<file path="src/rtl/seg_pkg.sv">
// Shared definitions for the segment display scheduler: state encoding,
// blank digit pattern, requester count and a one-hot helper.
// Pure declarations, no logic of its own.
package seg_pkg;

    localparam int          NUM_REQ     = 4;
    localparam logic [7:0]  BLANK_DIGIT = 8'hFF;   // active-low: all segments off

    typedef enum logic [1:0] {
        IDLE  = 2'd0,
        LOAD  = 2'd1,
        DWELL = 2'd2
    } segState_t;

    function automatic logic [NUM_REQ-1:0] grantOneHot(input logic [1:0] id);
        return NUM_REQ'(1) << id;
    endfunction

endpackage

</file>
<file path="src/rtl/rr_arbiter.sv">
// Round-robin winner select over NUM_REQ requesters, search starting after lastGrant.
// Latency: purely combinational.
// Backpressure: none; valid is low when no requester is asserting.
//
// Ports:
//   req       in   per-requester request bits
//   lastGrant in   index of the previous winner
//   winner    out  index of the first requester found after lastGrant
//   valid     out  high when any request bit is set
module rr_arbiter
    import seg_pkg::*;
(
    input  logic [NUM_REQ-1:0] req,
    input  logic [1:0]         lastGrant,
    output logic [1:0]         winner,
    output logic               valid
);

    logic [1:0] idx;

    // Offset NUM_REQ wraps back to lastGrant itself, so a lone requester
    // can still win again when nobody else is asking.
    always_comb begin
        winner = '0;
        valid  = 1'b0;
        idx    = '0;
        for (int i = 1; i <= NUM_REQ; i++) begin
            idx = lastGrant + 2'(i);
            if (!valid && req[idx]) begin
                winner = idx;
                valid  = 1'b1;
            end
        end
    end

endmodule

</file>
<file path="src/rtl/seg_display_scheduler.sv">
// Arbitrates four frame requesters onto one registered 4-digit display with a minimum dwell.
// Latency: req seen in IDLE at edge k -> digits/ack after edge k+1; next grant no earlier than k+dwellCycles+3.
// Backpressure: requesters hold req until their one-cycle ack; busy is high while a grant is in progress.
//
// Ports:
//   CLK, RST                   clock, asynchronous active-high reset
//   req[3:0], frame0..frame3   requests and their 32-bit active-low frames (digit one in [31:24])
//   dwellCycles                hold time, sampled when the frame is latched
//   clear                      synchronous blank/abort
//   ack[3:0], grantId, busy    grant pulse, winner index, activity flag
//   digitOne..digitFour        registered digit bytes for the strobing driver
module seg_display_scheduler
    import seg_pkg::*;
#(
    parameter int CNT_W = 32
) (
    input  logic             CLK,
    input  logic             RST,
    input  logic [3:0]       req,
    input  logic [31:0]      frame0,
    input  logic [31:0]      frame1,
    input  logic [31:0]      frame2,
    input  logic [31:0]      frame3,
    input  logic [CNT_W-1:0] dwellCycles,
    input  logic             clear,
    output logic [3:0]       ack,
    output logic [1:0]       grantId,
    output logic             busy,
    output logic [7:0]       digitOne,
    output logic [7:0]       digitTwo,
    output logic [7:0]       digitThree,
    output logic [7:0]       digitFour
);

    segState_t        state, stateNext;
    logic [CNT_W-1:0] cnt;
    logic [1:0]       lastGrant;
    logic [1:0]       arbWinner;
    logic             arbValid;
    logic [31:0]      selFrame;

    rr_arbiter uArb (
        .req       (req),
        .lastGrant (lastGrant),
        .winner    (arbWinner),
        .valid     (arbValid)
    );

    always_comb begin
        selFrame = frame0;
        case (grantId)
            2'd1:    selFrame = frame1;
            2'd2:    selFrame = frame2;
            2'd3:    selFrame = frame3;
            default: selFrame = frame0;
        endcase
    end

    always_ff @(posedge CLK or posedge RST) begin
        if (RST) state <= IDLE;
        else     state <= stateNext;
    end

    always_comb begin
        stateNext = state;
        if (clear) begin
            stateNext = IDLE;
        end else begin
            case (state)
                IDLE:    if (arbValid) stateNext = LOAD;
                LOAD:    stateNext = DWELL;
                DWELL:   if (cnt == '0) stateNext = IDLE;
                default: stateNext = IDLE;
            endcase
        end
    end

    // Datapath registers. clear wins over everything but leaves lastGrant and
    // grantId alone so fairness survives an abort.
    always_ff @(posedge CLK or posedge RST) begin
        if (RST) begin
            digitOne   <= BLANK_DIGIT;
            digitTwo   <= BLANK_DIGIT;
            digitThree <= BLANK_DIGIT;
            digitFour  <= BLANK_DIGIT;
            ack        <= '0;
            grantId    <= '0;
            cnt        <= '0;
            lastGrant  <= 2'd3;
        end else begin
            ack <= '0;
            if (clear) begin
                digitOne   <= BLANK_DIGIT;
                digitTwo   <= BLANK_DIGIT;
                digitThree <= BLANK_DIGIT;
                digitFour  <= BLANK_DIGIT;
                cnt        <= '0;
            end else begin
                case (state)
                    IDLE: begin
                        if (arbValid) begin
                            grantId   <= arbWinner;
                            lastGrant <= arbWinner;
                        end
                    end
                    LOAD: begin
                        // Frame and dwell are sampled here, not at grant time.
                        digitOne   <= selFrame[31:24];
                        digitTwo   <= selFrame[23:16];
                        digitThree <= selFrame[15:8];
                        digitFour  <= selFrame[7:0];
                        ack        <= grantOneHot(grantId);
                        cnt        <= dwellCycles;
                    end
                    DWELL: begin
                        if (cnt != '0) cnt <= cnt - CNT_W'(1);
                    end
                    default: ;
                endcase
            end
        end
    end

    assign busy = (state != IDLE);

endmodule

</file>
<file path="config.mk">
export PLATFORM = sky130hd
export DESIGN_NAME = seg_display_scheduler
export DESIGN_NICKNAME = d
export VERILOG_FILES = /design/src/rtl/seg_pkg.sv /design/src/rtl/rr_arbiter.sv /design/src/rtl/seg_display_scheduler.sv
export SDC_FILE = /design/constraint.sdc
export NUM_CORES = 1
export LEC_CHECK = 0
export ABC_CLOCK_PERIOD_IN_PS = 2500
export CAP_MARGIN = 10
export CORE_ASPECT_RATIO = 0.75
export CORE_UTILIZATION = 42
export CTS_BUF_LIST = sky130_fd_sc_hd__clkbuf_8 sky130_fd_sc_hd__clkbuf_16
export DETAILED_ROUTE_END_ITERATION = 8
export GPL_TIMING_DRIVEN = 1
export PLACE_DENSITY = 0.81
export SLEW_MARGIN = 10
export SYNTH_ARGS = -nofsm -noshare
export SYNTH_HDL_FRONTEND = slang
export SYNTH_SLANG_ARGS = --single-unit
</file>
<file path="constraint.sdc">
create_clock -name CLK -period 2.5 [get_ports CLK]
set_input_delay 0.5 -clock CLK [delete_from_list [all_inputs] [get_ports CLK]]
set_output_delay 0.5 -clock CLK [all_outputs]
set_load 0.03 [all_outputs]
</file>
# Word-level counts from Yosys, hierarchy flattened
# Index checks and enable logic that the tools add are counted.
op_classes:
  addsub: 4
  magnitude_cmp: 4
  eq_ne: 8
  n_shift: 1
  mux: 34
  bitwise: 1
  reduce_logical: 15
op_table:
  columns: ["op", "count"]
  rows:
  - ["one-hot mux 32 bit (3 select lines)", 1]
  - ["two-way mux 32 bit", 2]
  - ["two-way mux 8 bit", 8]
  - ["one-hot mux 32 bit (2 select lines)", 1]
  - ["logical NOT 32 bit", 1]
  - ["nonzero test 32 bit", 1]
  - ["subtractor 32 x 1 -> 32 bit, second input constant", 1]
  - ["two-way mux 2 bit", 7]
  - ["< comparator 2 x 3 -> 1 bit, second input constant", 4]
  - ["!= test 3 bit, second input constant", 3]
  - ["binary-select mux 1 bit (select 2 bit)", 4]
  - ["two-way mux 1 bit", 8]
  - ["two-way mux 4 bit", 2]
  - ["equality test 2 bit, second input constant", 3]
  - ["one-hot mux 2 bit (3 select lines)", 1]
  - ["adder 2 bit, second input constant", 2]
  - ["equality test 2 x 1 -> 1 bit, second input constant", 2]
  - ["AND reduction 2 bit", 2]
  - ["nonzero test 2 bit", 2]
  - ["<< shifter 1 x 2 -> 4 bit, first input constant", 1]
  - ["logical AND 1 bit", 3]
  - ["logical NOT 1 bit", 3]
  - ["AND reduction 3 bit", 1]
  - ["nonzero test 3 bit", 1]
  - ["other kinds (3)", 3]
word_totals:
  ff_bits: 74
  out_inout_bits: 39

# Longest topological paths before layout
logic_depth:
  word_depth: 16
  depth_mapped: 10
  mapped_depth_nobuf: 8

# Modules after synthesis
# Synthesis repeated with hierarchy kept, for this count alone.
unflattened:
  hier_cells: 524
  area_unflattened_um2: 4539.4
modules_own_cells:
  columns: ["mod", "instances", "cells_each", "area_per_inst_um2", "seq_area_each_um2"]
  rows:
  - ["seg_display_scheduler", 1, 510, 4448.0, 1894.3]
  - ["rr_arbiter", 1, 14, 91.3, 0.0]

# Worst setup path before layout
# Ideal clock, no wire load.
synth_timing:
  path_type: "register to register"
  start: "register cnt[0]"
  end: "register cnt[0]"
  t_arrival_ns: 2.205
  setup_slack_ns: 0.200
  path_stages_with_launch: 10
  path_buffers: 2
  period_less_slack_ns: 2.300
  path_cell_list: "dfrtp_1 > inv_1 > ha_1 > or3b_2 > clkbuf_1 > nor4_2 > a31oi_1 > clkbuf_1 > a21o_1 > o31ai_1"
synth_via:
  elab_chain_len: 4
synth_rtl:
  columns: ["item", "line", "text"]
  rows:
  - ["from (decl)", "seg_display_scheduler.sv:36", "logic [CNT_W-1:0] cnt;"]
  - ["from (signal assigned)", "seg_display_scheduler.sv:113", "cnt <= dwellCycles;"]
  - ["from (signal assigned)", "seg_display_scheduler.sv:116", "if (cnt != '0) cnt <= cnt - CNT_W'(1);"]
  - ["subtractor 32 x 1 -> 32 bit", "seg_display_scheduler.sv:116", null]
  - ["two-way mux 32 bit", "seg_display_scheduler.sv:116", null]
  - ["one-hot mux 32 bit (2 select lines)", "seg_display_scheduler.sv:99", "case (state)"]
  - ["two-way mux 32 bit", "seg_display_scheduler.sv:92", "if (clear) begin"]
# Several ways; a longest one is shown, not always the timed one. The select of a mux whose other input is x is not followed.
# A chain may end at the register's enable or synchronous reset.

# Final worst setup path
layout_timing:
  start: "register cnt[0]"
  end: "register cnt[17]"
# The elaborated chain is that of the path after synthesis.

==> flow_metrics.tcl <==
set metrics [dict create \
    start_util_pct 43.8 \
    multi_input_area_um2 2480 \
    clkLatencyLatePin_ns 0.34 \
    rows 32 \
    wirelength_mm 17.1 \
    track_usage_pct 30.6 \
    cp-end-kind "register" \
    fmax_mhz 421 \
    synth_flop_cell "dfrtp_1" \
    startpoint_type "register" \
    ys_ff_latch 74 \
    clk_pin_slew_ns 0.06 \
    crit_arrival_ns 2.64 \
    portBuffers 205 \
    mappedNetlistArea_um2 4560 \
    tightest_slew_ns 0.502 \
    finalSetupViolCount 0 \
    cts_sinks 74 \
    final_cells 845 \
    synth-simple-area-share_pct 16.4 \
    htree_levels 3 \
    intPower_w 0.00371 \
    regArea_um2 1890 \
    nFillCells 806 \
    power_switching_w 0.00254 \
    ys_types 52 \
    remaining_drc_errors 0 \
    r2r_cells 8 \
    coreArea_um2 10400 \
    async_flop_share_pct 100 \
    hpwlAfterDp_mm 12.7 \
    synth_compound_area_share_pct 29.4 \
    slew_viol_final 0 \
    cts_setup_buffers 0 \
    min-delay-path-class "reg -> reg" \
    finClkSkew_ns 0.00828 \
    nets 871 \
    ctsHoldBuffers 0 \
    dieArea_um2 11300 \
    vias 5106 \
    finalWeightedCongestion 0.959 \
    yosys_warnings 0 \
    crit_required_ns 2.77 \
    wl_per_cell_um 20.2 \
    p_clk_share_pct 20.7 \
    cts_buffers 9 \
    antenna_found_initial 1 \
    hold_violations 0 \
    synth_edf_count 0 \
    synth_xor_area_share_pct 0 \
    p_comb_share_pct 49.8 \
    power_density_nw_per_um2 877 \
    grt_max_degree 75 \
    worstPathMaxFanout 14 \
    relSlewSlack_pct 66.5 \
    final.min_clock_period_ns 2.37 \
    setup_tns_ns 0 \
    die_w_um 122 \
    synthesis.nets 668 \
    root_buffer "clkbuf_16" \
    placed_area_um2 6830 \
    status "complete, no violations" \
    first_iter_violations 467 \
    fin_ws_ns 0.126 \
    firstDrtPassIters 8 \
    power_frac_seq_pct 29.6 \
    design_area_um2 7140 \
    peakVddDrop_mv 0.574 \
    ctsLongestPathBuffers 2 \
    grt_pass1_vias 4995 \
    swShare_pct 40.7 \
    min_period_over_period_pct 95.0 \
    grt_pass1_wl_mm 26.5 \
    post-place-ws_ns 0.0676 \
    whs_path_depth 1 \
    via_per_inst 6.04 \
    syn_avg_cell_area_um2 9.13 \
    layout-drive-gt1-share_pct 16.5 \
    ioPinCount 206 \
    synthMuxAreaShare_pct 7.89 \
    dp.cells 828 \
    syn2layout_area_growth_pct 56.4 \
    synth_cells 500 \
    rsz0062_at_grt "false" \
    grt_overflow 0 \
    cts_tree "built" \
    seq_area_frac_synth_pct 41.5 \
    p_leak_nw 2.85 \
    crit_type "reg -> reg" \
    drtAntennaViolNets 0 \
    die_y_um 92.3 \
    synth-adder-area-share_pct 0.274 \
    synth_top_family_by_area "compound AO/OA/AOI/OAI gates" \
    drv_cap 0 \
]
==> worst paths after layout <==
path                          from      endpoint  slack, ns
max                         cnt[0]       cnt[17]       0.13
min                        cnt[13]       cnt[13]       0.52
max reg2reg                 cnt[0]       cnt[17]       0.13
min reg2reg                cnt[13]       cnt[13]       0.52
max in group asynchronous      RST  lastGrant[0]       1.57
min in group asynchronous      RST       cnt[19]       0.57
==> final cells by class <==
cell class                      instances  area share, %
Antenna cell                            1         0.0351
Clock buffer                            9           3.16
Clock inverter                          7          0.999
Inverter                                9          0.508
Multi-Input combinational cell        377           34.7
Sequential cell                        74           26.5
Tap cell                              136           2.38
Timing Repair Buffer                  232           31.7
==> synth_stat cells, drive strengths merged, types with 2 or more instances <==
cell type / number / area (um^2)
inv: 9 / 36.3
nor3: 19 / 95.1
o211ai: 2 / 15.0
dfstp: 34 / 893
a21o: 3 / 22.5
o21ai: 44 / 220
o41ai: 4 / 35.0
nand2b: 9 / 56.3
a22oi: 25 / 188
and3: 4 / 25.0
a22o: 15 / 131
o41a: 2 / 22.5
clkbuf: 34 / 128
or3: 2 / 12.5
a21oi: 44 / 220
buf: 6 / 40.0
o21a: 2 / 15.0
dfrtp: 40 / 1000
mux2i: 9 / 90.1
a31oi: 2 / 12.5
nor4: 17 / 138
nor2b: 6 / 37.5
nor3b: 3 / 22.5
or2: 2 / 12.5
o22ai: 36 / 225
and2: 2 / 12.5
nand2: 35 / 131
a32oi: 2 / 17.5
o31ai: 5 / 51.3
or4: 4 / 30.0
a211oi: 2 / 15.0
nor2: 24 / 90.1
nand4: 3 / 33.8
o2bb2ai: 13 / 114
mux2: 24 / 270
nand3: 4 / 20.0
==> state kept, by name, indices dropped and copies added, names as in the netlist <==
register	count
cnt	32
digitFour	8
digitOne	8
digitThree	8
digitTwo	8
ack	4
grantId	2
lastGrant	2
state	2
==> power groups by stage <==
stage | registers, W | logic, W | clock network, W
after floorplan | 0.00210 | 0.00164 | 0
after global placement | 0.00183 | 0.00301 | 0
after detailed placement | 0.00185 | 0.00305 | 0
after CTS | 0.00184 | 0.00307 | 0.00130
after global routing | 0.00189 | 0.00333 | 0.00136
final | 0.00185 | 0.00311 | 0.00129
==> critical path: stages (launching register included) <==
cell and delay [ns]:
dfrtp_1 0.41, inv_1 0.09, ha_1 0.23, or3b_2 0.49
nor4_2 0.37, a31oi_1 0.16, buf_4 0.21, o21ai_1 0.15
a22o_1 0.20
==> stage by stage <==
step	hold slack, ns	power (W)	util, %
6_report	0.517	0.00626	68.6
5_1_grt	0.534	0.00658	68.6
4_1_cts	0.516	0.00622	68.5
3_5_place_dp	0.502	0.00491	65.6
3_3_place_gp	0.495	0.00484	65.6
2_1_floorplan	0.470	0.00374	-
==> cells by family (layout without fill, tap and decap cells) <==
group	count (synthesis)	after routing
AOI/OAI and AO/OA	205	205
and+or+nand+nor	138	138
DFF	74	74
buffers and inverters	49	257
muxes	33	33
adders and majority gates	1	1
other	0	1
==> cells in the final DEF (no fill, tap or decap), types with 3 or more instances in the layout <==
| master | n |
|---|---|
| clkdlybuf4s50_1 | 203 |
| a21oi_1 | 44 |
| o21ai_0 | 43 |
| dfrtp_1 | 40 |
| o22ai_1 | 36 |
| nand2_1 | 35 |
| dfstp_2 | 34 |
| buf_4 | 28 |
| a22oi_1 | 25 |
| mux2_2 | 24 |
| nor2_1 | 23 |
| nor3_1 | 19 |
| a22o_1 | 15 |
| o2bb2ai_1 | 13 |
| nor4_1 | 12 |
| mux2i_1 | 9 |
| clkbuf_16 | 9 |
| nand2b_1 | 8 |
| inv_1 | 8 |
| nor2b_1 | 6 |
| nor4_2 | 5 |
| or4_1 | 4 |
| nand3_1 | 4 |
| o31ai_1 | 4 |
| o41ai_1 | 4 |
| and3_1 | 4 |
| a21o_1 | 3 |
==> what timing repair did <==
item	in CTS	in global routing
setup endpoints to repair	0	1
gates resized for setup	0	1
hold endpoints to repair	0	0
==> metal layers <==
layer  GRT usage (%)  share of wire (%)  up-vias  routed length, um
li1                -                  -     2330                  -
met1            40.7                 42     2465               7110
met2            47.7                 47      277               8100
met4            11.5                2.7        0                460
met5               0                  0        -                  0
met3            7.40                8.3       34               1420
Note: power is estimated with default switching activity, not from simulation.
